[config.mk]
export PLATFORM = sky130hd
export DESIGN_NAME = pipe_ctrl_flat
export DESIGN_NICKNAME = d
export VERILOG_FILES = /design/src/rtl/pipe_ctrl_if.sv /design/src/rtl/pipe_ctrl.sv /design/src/flat_wrapper.sv
export SDC_FILE = /design/constraint.sdc
export NUM_CORES = 1
export LEC_CHECK = 0
export ABC_AREA = 1
export BUFFER_PORTS_ARGS = -buffer_cell sky130_fd_sc_hd__buf_2
export CAP_MARGIN = 20
export CORE_MARGIN = 3
export CORE_UTILIZATION = 40
export CTS_BUF_LIST = sky130_fd_sc_hd__clkbuf_8
export DETAILED_ROUTE_END_ITERATION = 7
export MAX_ROUTING_LAYER = met4
export SLEW_MARGIN = 20
export SYNTH_ARGS = -nofsm -noshare
export SYNTH_HDL_FRONTEND = slang
export SYNTH_SLANG_ARGS = --single-unit
export TNS_END_PERCENT = 10
[constraint.sdc]
create_clock -name CLK -period 3.8 [get_ports CLK]
set_clock_uncertainty 0.15 [all_clocks]
set_input_delay 0.38 -clock CLK [delete_from_list [all_inputs] [get_ports CLK]]
set_output_delay 0.38 -clock CLK [all_outputs]
set_load 0.1 [all_outputs]
[src/rtl/pipe_ctrl_if.sv]
// Pipeline-side view of the hazard controller: stage status in, stage strobes out,
// plus the data-bus request/ack pair and the status/performance outputs.
interface pipe_ctrl_if #(
   parameter int unsigned CNT_W = 32
);
   logic             I_WAIT;
   logic             D_VALID;
   logic [4:0]       D_RS1;
   logic [4:0]       D_RS2;
   logic             D_USE_RS1;
   logic             D_USE_RS2;
   logic             A_VALID;
   logic             A_LOAD;
   logic [4:0]       A_REG_D;
   logic             M_VALID;
   logic             M_MEM;
   logic             DO_JMP;
   logic             BUS_ACK;
   logic             BUS_REQ;
   logic             STALL_F;
   logic             STALL_D;
   logic             STALL_A;
   logic             STALL_M;
   logic             STALL_W;
   logic             FLUSH_D;
   logic             FLUSH_A;
   logic             FLUSH_M;
   logic             BUS_ERR;
   logic [CNT_W-1:0] STALL_CNT;

   // master: the controller; slave: the datapath / bus side
   modport master (
      input  I_WAIT, D_VALID, D_RS1, D_RS2, D_USE_RS1, D_USE_RS2,
             A_VALID, A_LOAD, A_REG_D, M_VALID, M_MEM, DO_JMP, BUS_ACK,
      output BUS_REQ, STALL_F, STALL_D, STALL_A, STALL_M, STALL_W,
             FLUSH_D, FLUSH_A, FLUSH_M, BUS_ERR, STALL_CNT
   );
   modport slave (
      output I_WAIT, D_VALID, D_RS1, D_RS2, D_USE_RS1, D_USE_RS2,
             A_VALID, A_LOAD, A_REG_D, M_VALID, M_MEM, DO_JMP, BUS_ACK,
      input  BUS_REQ, STALL_F, STALL_D, STALL_A, STALL_M, STALL_W,
             FLUSH_D, FLUSH_A, FLUSH_M, BUS_ERR, STALL_CNT
   );
endinterface

[src/rtl/pipe_ctrl.sv]
// Hazard and sequencing controller for the 5-stage RV32I pipeline: stall/flush
// strobes, data-bus request/ack sequencing with timeout, and a stall counter.
module pipe_ctrl #(
   parameter int unsigned TIMEOUT = 255,
   parameter int unsigned CNT_W   = 32
) (
   input  logic        CLK,
   input  logic        RST,
   pipe_ctrl_if.master bus
);
   typedef enum logic {IDLE, WAIT} state_t;

   localparam logic [15:0] TO = 16'(TIMEOUT);

   state_t           state;
   logic [15:0]      wcnt;
   logic             bus_err;
   logic [CNT_W-1:0] stall_cnt;

   logic mreq, at_to, memstall, load_use, bus_req;
   logic [4:0] stall;   // {F, D, A, M, W}
   logic [2:0] flush;   // {D, A, M}

   always_comb begin
      mreq     = bus.M_VALID & bus.M_MEM;
      at_to    = (wcnt == TO);
      memstall = (state == IDLE) ? (mreq & ~bus.BUS_ACK)
                                 : (~bus.BUS_ACK & ~at_to);
      load_use = bus.D_VALID & bus.A_VALID & bus.A_LOAD & (bus.A_REG_D != 5'd0) &
                 ((bus.D_USE_RS1 & (bus.D_RS1 == bus.A_REG_D)) |
                  (bus.D_USE_RS2 & (bus.D_RS2 == bus.A_REG_D)));
      bus_req  = 1'b0;
      stall    = '0;
      flush    = '0;
      if (!RST) begin
         bus_req = (state == WAIT) | mreq;
         if (memstall)
            stall = '1;
         else if (bus.DO_JMP)
            flush = '1;
         else if (load_use) begin
            stall = 5'b11000;
            flush = 3'b010;
         end else if (bus.I_WAIT) begin
            stall = 5'b10000;
            flush = 3'b100;
         end
      end
   end

   always_ff @(posedge CLK) begin
      if (RST) begin
         state     <= IDLE;
         wcnt      <= '0;
         bus_err   <= 1'b0;
         stall_cnt <= '0;
      end else begin
         if (stall[4])
            stall_cnt <= stall_cnt + 1'b1;
         case (state)
            IDLE: begin
               if (mreq && !bus.BUS_ACK) begin
                  state <= WAIT;
                  wcnt  <= 16'd1;
               end
            end
            WAIT: begin
               if (bus.BUS_ACK) begin
                  state <= IDLE;
                  wcnt  <= '0;
               end else if (at_to) begin
                  // abort: the M instruction retires without data
                  bus_err <= 1'b1;
                  state   <= IDLE;
                  wcnt    <= '0;
               end else begin
                  wcnt <= wcnt + 16'd1;
               end
            end
            default: begin
               state <= IDLE;
               wcnt  <= '0;
            end
         endcase
      end
   end

   assign bus.BUS_REQ   = bus_req;
   assign bus.STALL_F   = stall[4];
   assign bus.STALL_D   = stall[3];
   assign bus.STALL_A   = stall[2];
   assign bus.STALL_M   = stall[1];
   assign bus.STALL_W   = stall[0];
   assign bus.FLUSH_D   = flush[2];
   assign bus.FLUSH_A   = flush[1];
   assign bus.FLUSH_M   = flush[0];
   assign bus.BUS_ERR   = bus_err;
   assign bus.STALL_CNT = stall_cnt;
endmodule
[src/flat_wrapper.sv]
// flat-port wrapper written by rule: the top's interface ports become plain ports
module pipe_ctrl_flat 
#(
   parameter int unsigned TIMEOUT = 255,
   parameter int unsigned CNT_W   = 32
)
  (CLK, RST, bus_I_WAIT, bus_D_VALID, bus_D_RS1, bus_D_RS2, bus_D_USE_RS1, bus_D_USE_RS2, bus_A_VALID, bus_A_LOAD, bus_A_REG_D, bus_M_VALID, bus_M_MEM, bus_DO_JMP, bus_BUS_ACK, bus_BUS_REQ, bus_STALL_F, bus_STALL_D, bus_STALL_A, bus_STALL_M, bus_STALL_W, bus_FLUSH_D, bus_FLUSH_A, bus_FLUSH_M, bus_BUS_ERR, bus_STALL_CNT);
  pipe_ctrl_if #(.CNT_W(CNT_W)) bus_i ();
  input  logic CLK;
  input  logic RST;
  input wire logic [$bits(bus_i.I_WAIT)-1:0] bus_I_WAIT;
  input wire logic [$bits(bus_i.D_VALID)-1:0] bus_D_VALID;
  input wire logic [$bits(bus_i.D_RS1)-1:0] bus_D_RS1;
  input wire logic [$bits(bus_i.D_RS2)-1:0] bus_D_RS2;
  input wire logic [$bits(bus_i.D_USE_RS1)-1:0] bus_D_USE_RS1;
  input wire logic [$bits(bus_i.D_USE_RS2)-1:0] bus_D_USE_RS2;
  input wire logic [$bits(bus_i.A_VALID)-1:0] bus_A_VALID;
  input wire logic [$bits(bus_i.A_LOAD)-1:0] bus_A_LOAD;
  input wire logic [$bits(bus_i.A_REG_D)-1:0] bus_A_REG_D;
  input wire logic [$bits(bus_i.M_VALID)-1:0] bus_M_VALID;
  input wire logic [$bits(bus_i.M_MEM)-1:0] bus_M_MEM;
  input wire logic [$bits(bus_i.DO_JMP)-1:0] bus_DO_JMP;
  input wire logic [$bits(bus_i.BUS_ACK)-1:0] bus_BUS_ACK;
  output wire logic [$bits(bus_i.BUS_REQ)-1:0] bus_BUS_REQ;
  output wire logic [$bits(bus_i.STALL_F)-1:0] bus_STALL_F;
  output wire logic [$bits(bus_i.STALL_D)-1:0] bus_STALL_D;
  output wire logic [$bits(bus_i.STALL_A)-1:0] bus_STALL_A;
  output wire logic [$bits(bus_i.STALL_M)-1:0] bus_STALL_M;
  output wire logic [$bits(bus_i.STALL_W)-1:0] bus_STALL_W;
  output wire logic [$bits(bus_i.FLUSH_D)-1:0] bus_FLUSH_D;
  output wire logic [$bits(bus_i.FLUSH_A)-1:0] bus_FLUSH_A;
  output wire logic [$bits(bus_i.FLUSH_M)-1:0] bus_FLUSH_M;
  output wire logic [$bits(bus_i.BUS_ERR)-1:0] bus_BUS_ERR;
  output wire logic [$bits(bus_i.STALL_CNT)-1:0] bus_STALL_CNT;
  assign bus_i.I_WAIT = bus_I_WAIT;
  assign bus_i.D_VALID = bus_D_VALID;
  assign bus_i.D_RS1 = bus_D_RS1;
  assign bus_i.D_RS2 = bus_D_RS2;
  assign bus_i.D_USE_RS1 = bus_D_USE_RS1;
  assign bus_i.D_USE_RS2 = bus_D_USE_RS2;
  assign bus_i.A_VALID = bus_A_VALID;
  assign bus_i.A_LOAD = bus_A_LOAD;
  assign bus_i.A_REG_D = bus_A_REG_D;
  assign bus_i.M_VALID = bus_M_VALID;
  assign bus_i.M_MEM = bus_M_MEM;
  assign bus_i.DO_JMP = bus_DO_JMP;
  assign bus_i.BUS_ACK = bus_BUS_ACK;
  assign bus_BUS_REQ = bus_i.BUS_REQ;
  assign bus_STALL_F = bus_i.STALL_F;
  assign bus_STALL_D = bus_i.STALL_D;
  assign bus_STALL_A = bus_i.STALL_A;
  assign bus_STALL_M = bus_i.STALL_M;
  assign bus_STALL_W = bus_i.STALL_W;
  assign bus_FLUSH_D = bus_i.FLUSH_D;
  assign bus_FLUSH_A = bus_i.FLUSH_A;
  assign bus_FLUSH_M = bus_i.FLUSH_M;
  assign bus_BUS_ERR = bus_i.BUS_ERR;
  assign bus_STALL_CNT = bus_i.STALL_CNT;
  pipe_ctrl #(.TIMEOUT(TIMEOUT), .CNT_W(CNT_W)) u_core (.CLK(CLK), .RST(RST), .bus(bus_i));
endmodule
Word-level counts from Yosys, hierarchy flattened
Index checks and enable logic that the tools add are counted.

Output and inout port bits: 42. Input port bits: 27. Bits in registers: 50. Logic and storage cells: 48.

Eq/ne operators: 4. Bitwise logic cells: 14. Multiplexer cells: 20. Reductions and logical operators: 4. Add/subtract/negate cells: 2.

Operator list (count): two-way mux 16 bit (3); adder 32 x 1 -> 32 bit, second input constant (1); case mux 16 bit (2 select lines) (1); two-way mux 5 bit (5); adder 16 x 1 -> 16 bit, second input constant (1); == test 16 x 8 -> 1 bit, second input constant (1); two-way mux 3 bit (5); == test 5 bit (2); bitwise AND 1 bit (9); two-way mux 1 bit (5); nonzero test 5 bit (1); inverter 1 bit (3); AND reduction 3 bit (1); != test 2 bit, second input constant (1); bitwise OR 1 bit (2); case mux 1 bit (2 select lines) (1); logical AND 1 bit (1); zero test 1 bit (1).

Longest topological paths before layout
Gate-level depths: netlist of the first run.

Word-level depth: 8. Gate-level depth with buffers: 13. Gate-level depth less buffers: 12.

Worst setup path before layout of the first run
Ideal clock, no wire load.

Kind: register -> output. Start point: register u_core.wcnt[0]. End point: output port bus_STALL_M. Slack: 0.524 ns. Data required time: 3.270 ns. Buffers on the path: 1. Stages on the path, launching flop included: 10. Arrival: 2.746 ns. Cell sequence: dfxtp_1 > ha_1 > nand2_1 > inv_1 > nand3_4 > nor2_4 > nand3_2 > nand2_2 > nor2_1 > buf_4.

Cells in the longest elaborated chain, start to end: 6.

Ends and longest elaborated chain: from (decl) (RTL line pipe_ctrl.sv:16) `logic [15:0] wcnt;`; from (signal assigned) (RTL line pipe_ctrl.sv:77) `wcnt <= wcnt + 16'd1;`; == test 16 x 8 -> 1 bit (RTL line pipe_ctrl.sv:26) `at_to = (wcnt == TO);`; inverter 1 bit (RTL line pipe_ctrl.sv:28) `: (~bus.BUS_ACK & ~at_to);`; bitwise AND 1 bit (RTL line pipe_ctrl.sv:28); two-way mux 1 bit (RTL line pipe_ctrl.sv:27) `memstall = (state == IDLE) ? (mreq & ~bus.BUS_ACK)`; two-way mux 5 bit (RTL line pipe_ctrl.sv:37) `if (memstall)`; two-way mux 5 bit (RTL line pipe_ctrl.sv:35) `if (!RST) begin`; to (decl) (RTL line flat_wrapper.sv:28) `output wire logic [$bits(bus_i.STALL_M)-1:0] bus_STALL_M;`.

Every way passes these cells.

Worst setup path in the final report of the first run
Start point: register u_core.wcnt[0]. End point: output port bus_STALL_F.

Cells in the longest elaborated chain, start to end: 6.

Ends and longest elaborated chain: == test 16 x 8 -> 1 bit (RTL line pipe_ctrl.sv:26); inverter 1 bit (RTL line pipe_ctrl.sv:28); bitwise AND 1 bit (RTL line pipe_ctrl.sv:28); two-way mux 1 bit (RTL line pipe_ctrl.sv:27); two-way mux 5 bit (RTL line pipe_ctrl.sv:37); two-way mux 5 bit (RTL line pipe_ctrl.sv:35); to (decl) (RTL line flat_wrapper.sv:25) `output wire logic [$bits(bus_i.STALL_F)-1:0] bus_STALL_F;`.

Every way passes these cells.

==> results of run 1 <==
-- per-layer routing --
layer | vias up | global-route usage | wire, microns
met5 | - | - | 0
met4 | 0 | 0.04146 | 44
met3 | 6 | 0.02953 | 265
met2 | 57 | 0.2733 | 3025
met1 | 1329 | 0.2384 | 3667
li1 | 1643 | - | -
-- path summary, 6_finish.rpt --
path,endpoint,cells past startpoint,slack (ns),from
worst max register to register,u_core.bus.STALL_CNT[13],13,1.51,u_core.wcnt[0]
worst max-delay path,bus_STALL_F,11,1.03,u_core.wcnt[0]
worst min register to register,u_core.wcnt[13],2,0.32,u_core.wcnt[13]
worst min-delay path,u_core.bus.BUS_ERR,4,0.26,bus_BUS_ACK
-- worst register-to-register path: stages, from the launching register on --
cell and delay (ns):
dfxtp_1 0.38, ha_1 0.20, nand2_1 0.06, inv_1 0.10, nand3_4 0.11, nor2_4 0.11
nand3_2 0.10, nand2_2 0.15, nand3_4 0.22, buf_4 0.34, nand2_1 0.14, nand2_1 0.05
nand2_1 0.05, nor2_1 0.04
-- power breakdown --
| group | internal, mW | leakage (nW) | switching [mW] |
|---|---|---|---|
| clock network | 0.147 | 0.0472 | 0.177 |
| logic | 0.0365 | 1.17 | 0.117 |
| registers | 0.527 | 0.403 | 0.00409 |
-- flip-flops by register name (all words and copies together) (netlist names) --
signal                cells
u_core.state              1
u_core.wcnt              16
u_core.bus.STALL_CNT     32
u_core.bus.BUS_ERR        1
-- metrics by stage --
stage | hold WS [ns] | util | cells | instance area, sq um
5_1_grt | 0.2761 | 0.4935 | 636 | 3427
4_1_cts | 0.2505 | 0.4935 | 636 | 3427
3_5_place_dp | 0.3085 | 0.4798 | 628 | 3332
3_3_place_gp | 0.2989 | 0.4798 | 628 | 3332
6_report | 0.2593 | 0.4935 | 636 | 3427
2_1_floorplan | 0.2953 | - | 476 | 2935
-- cell families (layout without fill, tap and decap cells) --
group                    count (synthesis)  count (layout)  share of synthesized area
AND/OR/NAND/NOR                        294             294                     0.4314
buffers and inverters                   72             136                     0.1010
AO/OA/AOI/OAI                           50              50                    0.09421
flip-flops                              50              50                     0.3410
XOR/XNOR                                 8               8                    0.02387
adder cells (fa/ha/maj)                  2               2                   0.008524
-- layout make-up --
cell class,count,area share
clock inverters,2,0.003651
well taps,96,0.03505
repair buffers,70,0.1037
clock buffers,6,0.02410
flip-flops and latches,50,0.2921
multi-input cells,354,0.4779
inverters,58,0.06353
-- cells in the final DEF (no fill, tap or decap), drive strengths merged, types with 6 or more instances in the layout --
cell type / instances
clkbuf: 6
nand4: 14
nand2: 136
a21oi: 40
inv: 56
nand3: 43
nor2: 89
buf: 70
dfxtp: 50
nor3: 7
==> summary.txt, run 1 <==
STA
  – Slew Limit Fails: 0
  – Setup violators final: 0
  – RSZ-0062 raised after global routing: no
  – Final-report hold violation count: 0
  – Max Freq: roughly 360 MHz
  – Worst slew margin: 0.6746
  – Slack of the critical path: 1.025 ns
  – Tightest Pin Transition: about 0.49 ns
  – Final worst path period share: 0.7302
  – TNS Setup: 0 ns
  – Fin crit period: 2.775 ns

Logic synthesis
  – EDFF count, synth: 0
  – FFs w/ async S/R, synth: 0
  – Top-area cell type share of the netlist area: 0.3410
  – Yosys warns: 0
  – Proportion of synthesized chip area in sequential cells: 0.3410
  – Synth unique cells: 34
  – Cell taking the most area after synthesis: dfxtp_1
  – Synthesized net count: slightly above 500
  – Synth Flop Type: dfxtp_1
  – Synthesized area per cell: 6.167 sq um
  – Syn Std Cell Area: between 2000 and 3000 sq um
  – Count leader, synth: nand2_1
  – Ranking of synthesized cells by area: dfxtp_1 (34%), nand2_1 (17%), nor2_1 (11%), inv_1 (6.9%), nand3_1 (6.8%)
  – Post-Synthesis Cells: 476
  – Synth top cells by count: nand2_1 (134), nor2_1 (87), inv_1 (54)
  – Yosys reg bits: 50

Detailed routing
  – WL/cell: about 11 microns
  – Vias per cell: approximately 4.8
  – Iter 0 DRT Violations: roughly 130
  – Residual DRC: 0
  – DR vias: ~3.0k
  – Routed Antenna Nets: 0
  – DRT Pass-1 Iters: 4
  – Final wirelength: roughly 7.0 mm

Floorplan
  – Die area: 8402 sq um
  – IO Count: 69
  – Chip Height: 91.67 microns
  – Cell row count: 30
  – Initial core utilization: 0.4227
  – Die Span X: just over 90 microns
  – CORE AREA: about 7000 sq um

CTS
  – Clk_lat worst skew: 0.30 ns
  – CTS root buf: clkbuf_8
  – CTS max path bufs: 2
  – Setup bufs post-CTS: 0
  – Inserted Clock Buffers: 5
  – Post-CTS sizing: 0
  – H-tree depth: 2
  – CTS clk-pin slew, worst paths: roughly 0.090 ns
  – CTS sink cnt: 50
  – CTS tree: built
  – Hold_buf cts: 0

Worst setup path
  – Buffers & Inverters on Critical Path: 3
  – Crit path DAT: about 2.2 ns
  – CP endpoint kind: primary output
  – Critical path class: register to primary output
  – CP max stage delay: 0.38 ns
  – Crit-path max FO: 21
  – CP Launch Type: register
  – Cell Chain, Critical Path: ha_1, nand2_1, inv_1, nand3_4, nor2_4, nand3_2, nand2_2, nand3_4, nand2_1, inv_1, buf_2
  – CP delay by family, top: simple AND/OR/NAND/NOR gates
  – Critical-path cell with the highest stage delay: dfxtp_1
  – CP required: between 3 and 4 ns

Finish
  – Filler Cells Inserted: about 740
  – Area of the multi-input gates: between 1500 and 2000 sq um
  – Share of cells above drive strength 1: 0.1685
  – Diode count: 0
  – Layout area overhead: 16.75%
  – FF+latch area: ~1000 sq um
  – Nets@finish: ~570

GRT
  – First-pass GRT wire length: 12.19 mm
  – Total track usage: 0.1755
  – Initial antenna violation count: 0
  – GR Overflow Total: 0
  – Vias in the first global route: ~2.7k
  – Largest net degree at the start of global routing: 40

Hold path
  – Hold WC Path Type: primary input to register

Power
  – Total Power: 1.008 mW
  – Leak: 1.624 nW
  – Max IR drop VDD: roughly 0.00020 V
  – PD cells: 294.2 nW/um^2

Placement
  – HPWL after detailed placement: 5.306 mm
  – Pre-CTS setup slack: roughly 1.3 ns
  – Port bufs: just under 70
  – Global placement routability congestion: 0.8697

Run
  – Max_cap viols: 0

Run status
  – Status: finished, final reports clean
Note: power is estimated with default switching activity, not from simulation.
==> inputs of run 2 (changes only) <==
==> constraint.sdc (replaced) <==
create_clock -name CLK -period 2.34 [get_ports CLK]
set_clock_uncertainty 0.15 [all_clocks]
set_input_delay 0.234 -clock CLK [delete_from_list [all_inputs] [get_ports CLK]]
set_output_delay 0.234 -clock CLK [all_outputs]
set_load 0.1 [all_outputs]
==> run 2 against run 1 <==
Net effect: total power rose by 77%; register-to-register slack got worse by 1.3 ns; sequential power rose by 63%; global-route usage rose by 0.52 points; final area rose by 6.0%; final cell count rose by 0.31%; sequential share of layout area fell by 1.6 points; non-clock buffer count rose by 3; clock power rose by 95%; sequential cell count did not move; clock-buffer cell count did not move; critical path depth did not move.
==> summary.txt, run 2 (synthesis gave the netlist of run 1 again) <==
Run status
  – Status: finished, final reports clean

Detailed routing
  – Vias per cell: between 4 and 5
  – Routed Antenna Nets: 0
  – Iter 0 DRT Violations: around 140
  – Final wirelength: between 7 and 8 mm
  – DR vias: about 3.1k
  – Residual DRC: 0
  – WL/cell: 11.48 microns
  – DRT Pass-1 Iters: 4

GRT
  – Vias in the first global route: about 2.7k
  – Initial antenna violation count: 0
  – Total track usage: 0.1806
  – Largest net degree at the start of global routing: 59
  – GR Overflow Total: 0
  – First-pass GRT wire length: 12.36 mm

STA
  – Final worst path period share: 0.9558
  – Setup violators final: 0
  – Max Freq: 447.1 MHz
  – Worst slew margin: 0.6418
  – Tightest Pin Transition: around 0.54 ns
  – RSZ-0062 raised after global routing: yes
  – Slew Limit Fails: 0
  – Fin crit period: ~2.2 ns
  – Final-report hold violation count: 0

Power
  – PD cells: a little under 500 nW/um^2
  – Sw frac: 0.2794
  – Max IR drop VDD: roughly 0.00023 V
  – Part of the power in registers: 0.485
  – Internal cell power: approximately 1.3 mW
  – Combinational power share: 0.162
  – Net Switching: 0.4986 mW
  – Clock share of power: 0.353
  – Leak: about 1.7 nW

Worst setup path
  – CP endpoint kind: primary output
  – Buffers & Inverters on Critical Path: 3
  – Critical path class: register to primary output
  – CP required: 1.96 ns
  – Most frequent CP cell: nand3_4
  – CP max stage delay: between 0.3 and 0.4 ns
  – Cell Chain, Critical Path: ha_4, nand2_1, inv_2, nand3_4, nor2_4, nand3_4, nand2_4, nand3_4, nand2_2, inv_1, buf_12
  – Crit path DAT: about 1.9 ns
  – Critical-path cell with the highest stage delay: dfxtp_2
  – CP Launch Type: register
  – CP delay by family, top: simple AND/OR/NAND/NOR gates
  – Crit-path max FO: 4

Floorplan
  – Die area: roughly 8400 sq um
  – CORE AREA: 6944 sq um
  – IO Count: slightly below 70
  – Chip Height: approximately 92 microns
  – Cell row count: 30
  – Initial core utilization: 0.4227
  – Die Span X: 91.67 microns

Finish
  – Diode count: 0
  – Commonest non-fill, non-tap cell in the layout: nand2_1
  – Layout area overhead: 23.70%
  – Final core occ: 0.5229
  – Share of cells above drive strength 1: 0.1937
  – Finished Cell Area: about 3600 sq um
  – Largest register FFs: 32
  – Commonest non-fill, non-tap cells in the layout: nand2_1 (132), nor2_1 (84), buf_2 (60), inv_1 (53), dfxtp_1 (48)
  – Nets@finish: 571
  – Final std cells w/o fill: 638

CTS
  – CTS max path bufs: 2
  – CTS tree: built
  – Clk_lat worst skew: 0.30 ns
  – CTS sink cnt: 50
  – H-tree depth: 2
  – CTS root buf: clkbuf_8
  – Hold_buf cts: 0
  – Inserted Clock Buffers: 5
  – CTS clk-pin slew, worst paths: 0.08 ns

Run
  – Max_cap viols: 0

Placement
  – Global placement routability congestion: a little over 0.8
  – Post-place instance area: between 3000 and 4000 sq um
  – Port bufs: 68
  – Dpl cells: around 630
  – HPWL after detailed placement: 5.446 mm

Hold path
  – Hold WC Path Type: primary input to register
## run 2: changes by cell type in the layout (fill, tap and decap cells not counted), sizes merged
cell      delta
buf          +3
bufinv       +1
clkinvlp     -1
clkinv       -1
## run 2: path summary, 6_finish.rpt
check	slack, ns	depth (start not counted)	to	startpoint
hold / removal	0.12	2	u_core.wcnt[8]	RST
setup / recovery	0.10	11	bus_STALL_F	u_core.wcnt[0]
setup reg to reg	0.26	10	u_core.bus.STALL_CNT[30]	u_core.bus.STALL_CNT[0]
hold reg to reg	0.32	2	u_core.wcnt[15]	u_core.wcnt[15]
## run 2: final cells by class
cell class	count	area, sq um
Multi-Input combinational cell	354	1704
Clock inverter	1	30.03
Clock buffer	6	82.58
Fill cell	722	3313
Timing Repair Buffer	73	473.0
Inverter	58	217.7
Tap cell	96	120.1
Sequential cell	50	1003
## run 2: worst reg2reg max path: cells and delay by family (launching register included)
family                   cells  cell delay [ns]
flip-flops                   1             0.42
AND/OR/NAND/NOR              9             1.22
adder cells (fa/ha/maj)      1             0.22
## run 2: power by group through the flow
stage,logic (mW),registers [mW],clock network [mW]
global placement,0.279,0.883,0
CTS,0.288,0.864,0.652
finish,0.290,0.865,0.630
floorplan,0.172,0.914,0
detailed placement,0.281,0.884,0
global route,0.314,0.866,0.687
## run 2: repair_timing
action / 4_1_cts / 5_1_grt
endpoints found under the hold margin: 0 / 0
setup buffers: 1 / 1
endpoints found under the setup margin: 4 / 10
resized for setup: 7 / 11
pin swaps: 1 / 1
## run 2: metrics by stage
step | hold slack, ns | worst slack, ns | total power, mW | TNS (ns)
floorplan | 0.2671 | -0.3204 | 1.086 | -2.807
global placement | 0.3039 | 0.2589 | 1.162 | 0
detailed placement | 0.3145 | 0.1719 | 1.165 | 0
CTS | 0.1086 | 0.007646 | 1.804 | 0
global route | 0.1292 | -0.03663 | 1.868 | -0.05591
finish | 0.1196 | 0.1034 | 1.784 | 0
## run 2: per-layer routing
layer,up-vias,track usage,wire (microns)
li1,1643,-,-
met1,1372,0.2525,3794
met2,77,0.2739,3129
met3,5,0.03199,350
met4,0,0.03769,51
met5,-,-,0
==> inputs of run 3 (changes only) <==
--- a/config.mk
+++ b/config.mk
@@ -7,10 +7,11 @@
 export LEC_CHECK = 0
 export ABC_AREA = 1
 export BUFFER_PORTS_ARGS = -buffer_cell sky130_fd_sc_hd__buf_2
-export CAP_MARGIN = 20
+export CAP_MARGIN = 10
 export CORE_MARGIN = 3
 export CORE_UTILIZATION = 40
 export CTS_BUF_LIST = sky130_fd_sc_hd__clkbuf_8
+export CTS_CLUSTER_SIZE = 16
 export DETAILED_ROUTE_END_ITERATION = 7
 export MAX_ROUTING_LAYER = met4
 export SLEW_MARGIN = 20
==> constraint.sdc (replaced) <==
create_clock -name CLK -period 2.34 [get_ports CLK]
set_clock_uncertainty 0.15 [all_clocks]
set_input_delay 0.234 -clock CLK [delete_from_list [all_inputs] [get_ports CLK]]
set_output_delay 0.234 -clock CLK [all_outputs]
set_load 0.01 [all_outputs]
==> run 3 against run 2 <==
Net effect: worst hold slack improved by 0.029 ns; sequential cell count did not move; clock-buffer cell count rose by 1; via count fell by 1.5%; highest routed layer unchanged.
==> summary.txt, run 3 (synthesis gave the netlist of run 1 again) <==
Run status
  – Status: finished, final reports clean

Worst setup path
  – Crit-path max FO: 5
  – FF-to-FF setup slack: ~0.25 ns
  – Critical-path cell with the highest stage delay: dfxtp_2
  – CP max stage delay: about 0.36 ns
  – CP Launch Type: register
  – CP endpoint kind: primary output
  – Cell Chain, Critical Path: ha_2, nand2_1, inv_2, nand3_4, nor2_4, nand3_2, nand2_4, nand3_4, nand2_1, inv_1, buf_2
  – Crit path DAT: 1.81 ns
  – CP required: roughly 2 ns
  – Critical path class: register to primary output

Power
  – Combinational power share: 0.111
  – Internal cell power: ~1.2 mW
  – Max IR drop VDD: around 0.00026 V
  – Clock share of power: 0.357
  – Leak: between 1.5 and 2 nW
  – PD cells: ~460 nW/um^2
  – Total Power: 1.624 mW
  – Part of the power in registers: 0.532
  – Net Switching: approximately 0.43 mW
  – Sw frac: 0.2624

Floorplan
  – CORE AREA: a little under 7000 sq um
  – Die area: approximately 8400 sq um
  – Cell row count: 30
  – Chip Height: 91.67 microns
  – Initial core utilization: 0.4227
  – IO Count: around 70
  – Die Span X: approximately 92 microns

GRT
  – Largest net degree at the start of global routing: 19
  – Grt met2 use: 0.2733
  – Met3 usage: 0.03117
  – Busiest grt layer: met2
  – First-pass GRT wire length: roughly 12 mm
  – GR Overflow Total: 0
  – Vias in the first global route: 2,714
  – M1 GR Usage: 0.2386
  – Total track usage: 0.1760
  – Initial antenna violation count: 0

Detailed routing
  – Iter 0 DRT Violations: roughly 140
  – WL/cell: ~11 microns
  – Residual DRC: 0
  – Final wirelength: about 7.2 mm
  – DR vias: 3,052
  – DRT Pass-1 Iters: 6
  – Routed Antenna Nets: 0
  – Vias per cell: about 4.7

Finish
  – Largest register FFs: 32
  – Nets@finish: between 500 and 600
  – Commonest non-fill, non-tap cells in the layout: nand2_1 (134), nor2_1 (86), buf_2 (68), inv_1 (53), dfxtp_1 (48)
  – Diode count: 0
  – Layout area overhead: 19.31%
  – Share of cells above drive strength 1: 0.1883
  – Filler Cells Inserted: ~730
  – Commonest non-fill, non-tap cell in the layout: nand2_1

STA
  – Max Freq: 455.8 MHz
  – Final-report hold violation count: 0
  – Worst slew margin: 0.6622
  – Final worst path period share: 0.9375
  – Fin crit period: 2.194 ns
  – Slew Limit Fails: 0
  – Min Hold Slack: approximately 0.15 ns
  – RSZ-0062 raised after global routing: yes
  – Tightest Pin Transition: a little over 0.5 ns
  – Setup violators final: 0

CTS
  – CTS clk-pin slew, worst paths: around 0.1 ns
  – CTS sink cnt: 50
  – CTS max path bufs: 2
  – Hold_buf cts: 0
  – Inserted Clock Buffers: 5
  – CTS root buf: clkbuf_8
  – H-tree depth: 2
  – CTS tree: built
  – Clk_lat worst skew: ~0.30 ns

Run
  – Max_cap viols: 0

Placement
  – Port bufs: 68
  – HPWL after detailed placement: about 5.5 mm
  – Global placement routability congestion: between 0.8 and 0.9

Hold path
  – Hold WC Path Type: primary input to register
## run 3: cell types whose count changed in the layout (fill, tap and decap cells not counted), moves of 2 or more
cell / before / now
a21oi_1: 34 / 37
buf_2: 60 / 68
buf_4: 7 / 9
buf_12: 6 / 0
nand2_1: 132 / 134
a21oi_2: 5 / 3
nor2_1: 84 / 86
## run 3: timing repair
item / in CTS / in global routing
gates cloned: 0 / 0
endpoints found under the setup margin: 1 / 11
pin swaps: 1 / 0
buffers inserted: 1 / 0
resized for setup: 0 / 6
## run 3: layout make-up
type                            instances  area (sq um)  share of cell area
Multi-Input combinational cell        354          1648              0.4705
Clock buffer                            7         96.34             0.02751
Tap cell                               96         120.1             0.03430
Inverter                               58         217.7             0.06217
Timing Repair Buffer                   77         407.9              0.1165
Sequential cell                        50          1003              0.2865
Clock inverter                          1         8.758            0.002501
## run 3: power by group through the flow
stage	sequential, mW	combinational (mW)	clock, mW
after global placement	0.883	0.176	0
after global routing	0.866	0.203	0.629
after detailed placement	0.884	0.178	0
final	0.864	0.180	0.580
after floorplan	0.884	0.115	0
after CTS	0.864	0.182	0.605
## run 3: metrics by stage
step                      area [sq um]  std cells  setup TNS, ns  worst slack [ns]    util
after floorplan                   2935        476              0            0.4547       -
after global placement            3377        634              0            0.2627  0.4863
after detailed placement          3377        634              0            0.2205  0.4863
after CTS                         3490        643              0           0.02187  0.5025
after global routing              3502        643       -0.01473          -0.01251  0.5043
final                             3502        643              0            0.1463  0.5043
## run 3: layer usage
layer,share of wire,up-vias
li1,-,1650
met1,0.51,1331
met2,0.44,69
met3,0.047,2
met4,0.0029,0
met5,0,-
## run 3: worst max-delay path: cells and delay by family, from the launching register on
family / cells / cell delay (ns)
adders and majority gates: 1 / 0.19
buffers and inverters: 3 / 0.27
DFF: 1 / 0.36
and+or+nand+nor: 7 / 0.68
## run 3: path summary, 6_finish.rpt
kind	cells past startpoint	startpoint	end
setup / recovery	11	u_core.wcnt[0]	bus_STALL_F
setup reg to reg	14	u_core.wcnt[0]	u_core.bus.STALL_CNT[6]
hold / removal	4	bus_BUS_ACK	u_core.bus.BUS_ERR
hold reg to reg	2	u_core.wcnt[13]	u_core.wcnt[13]
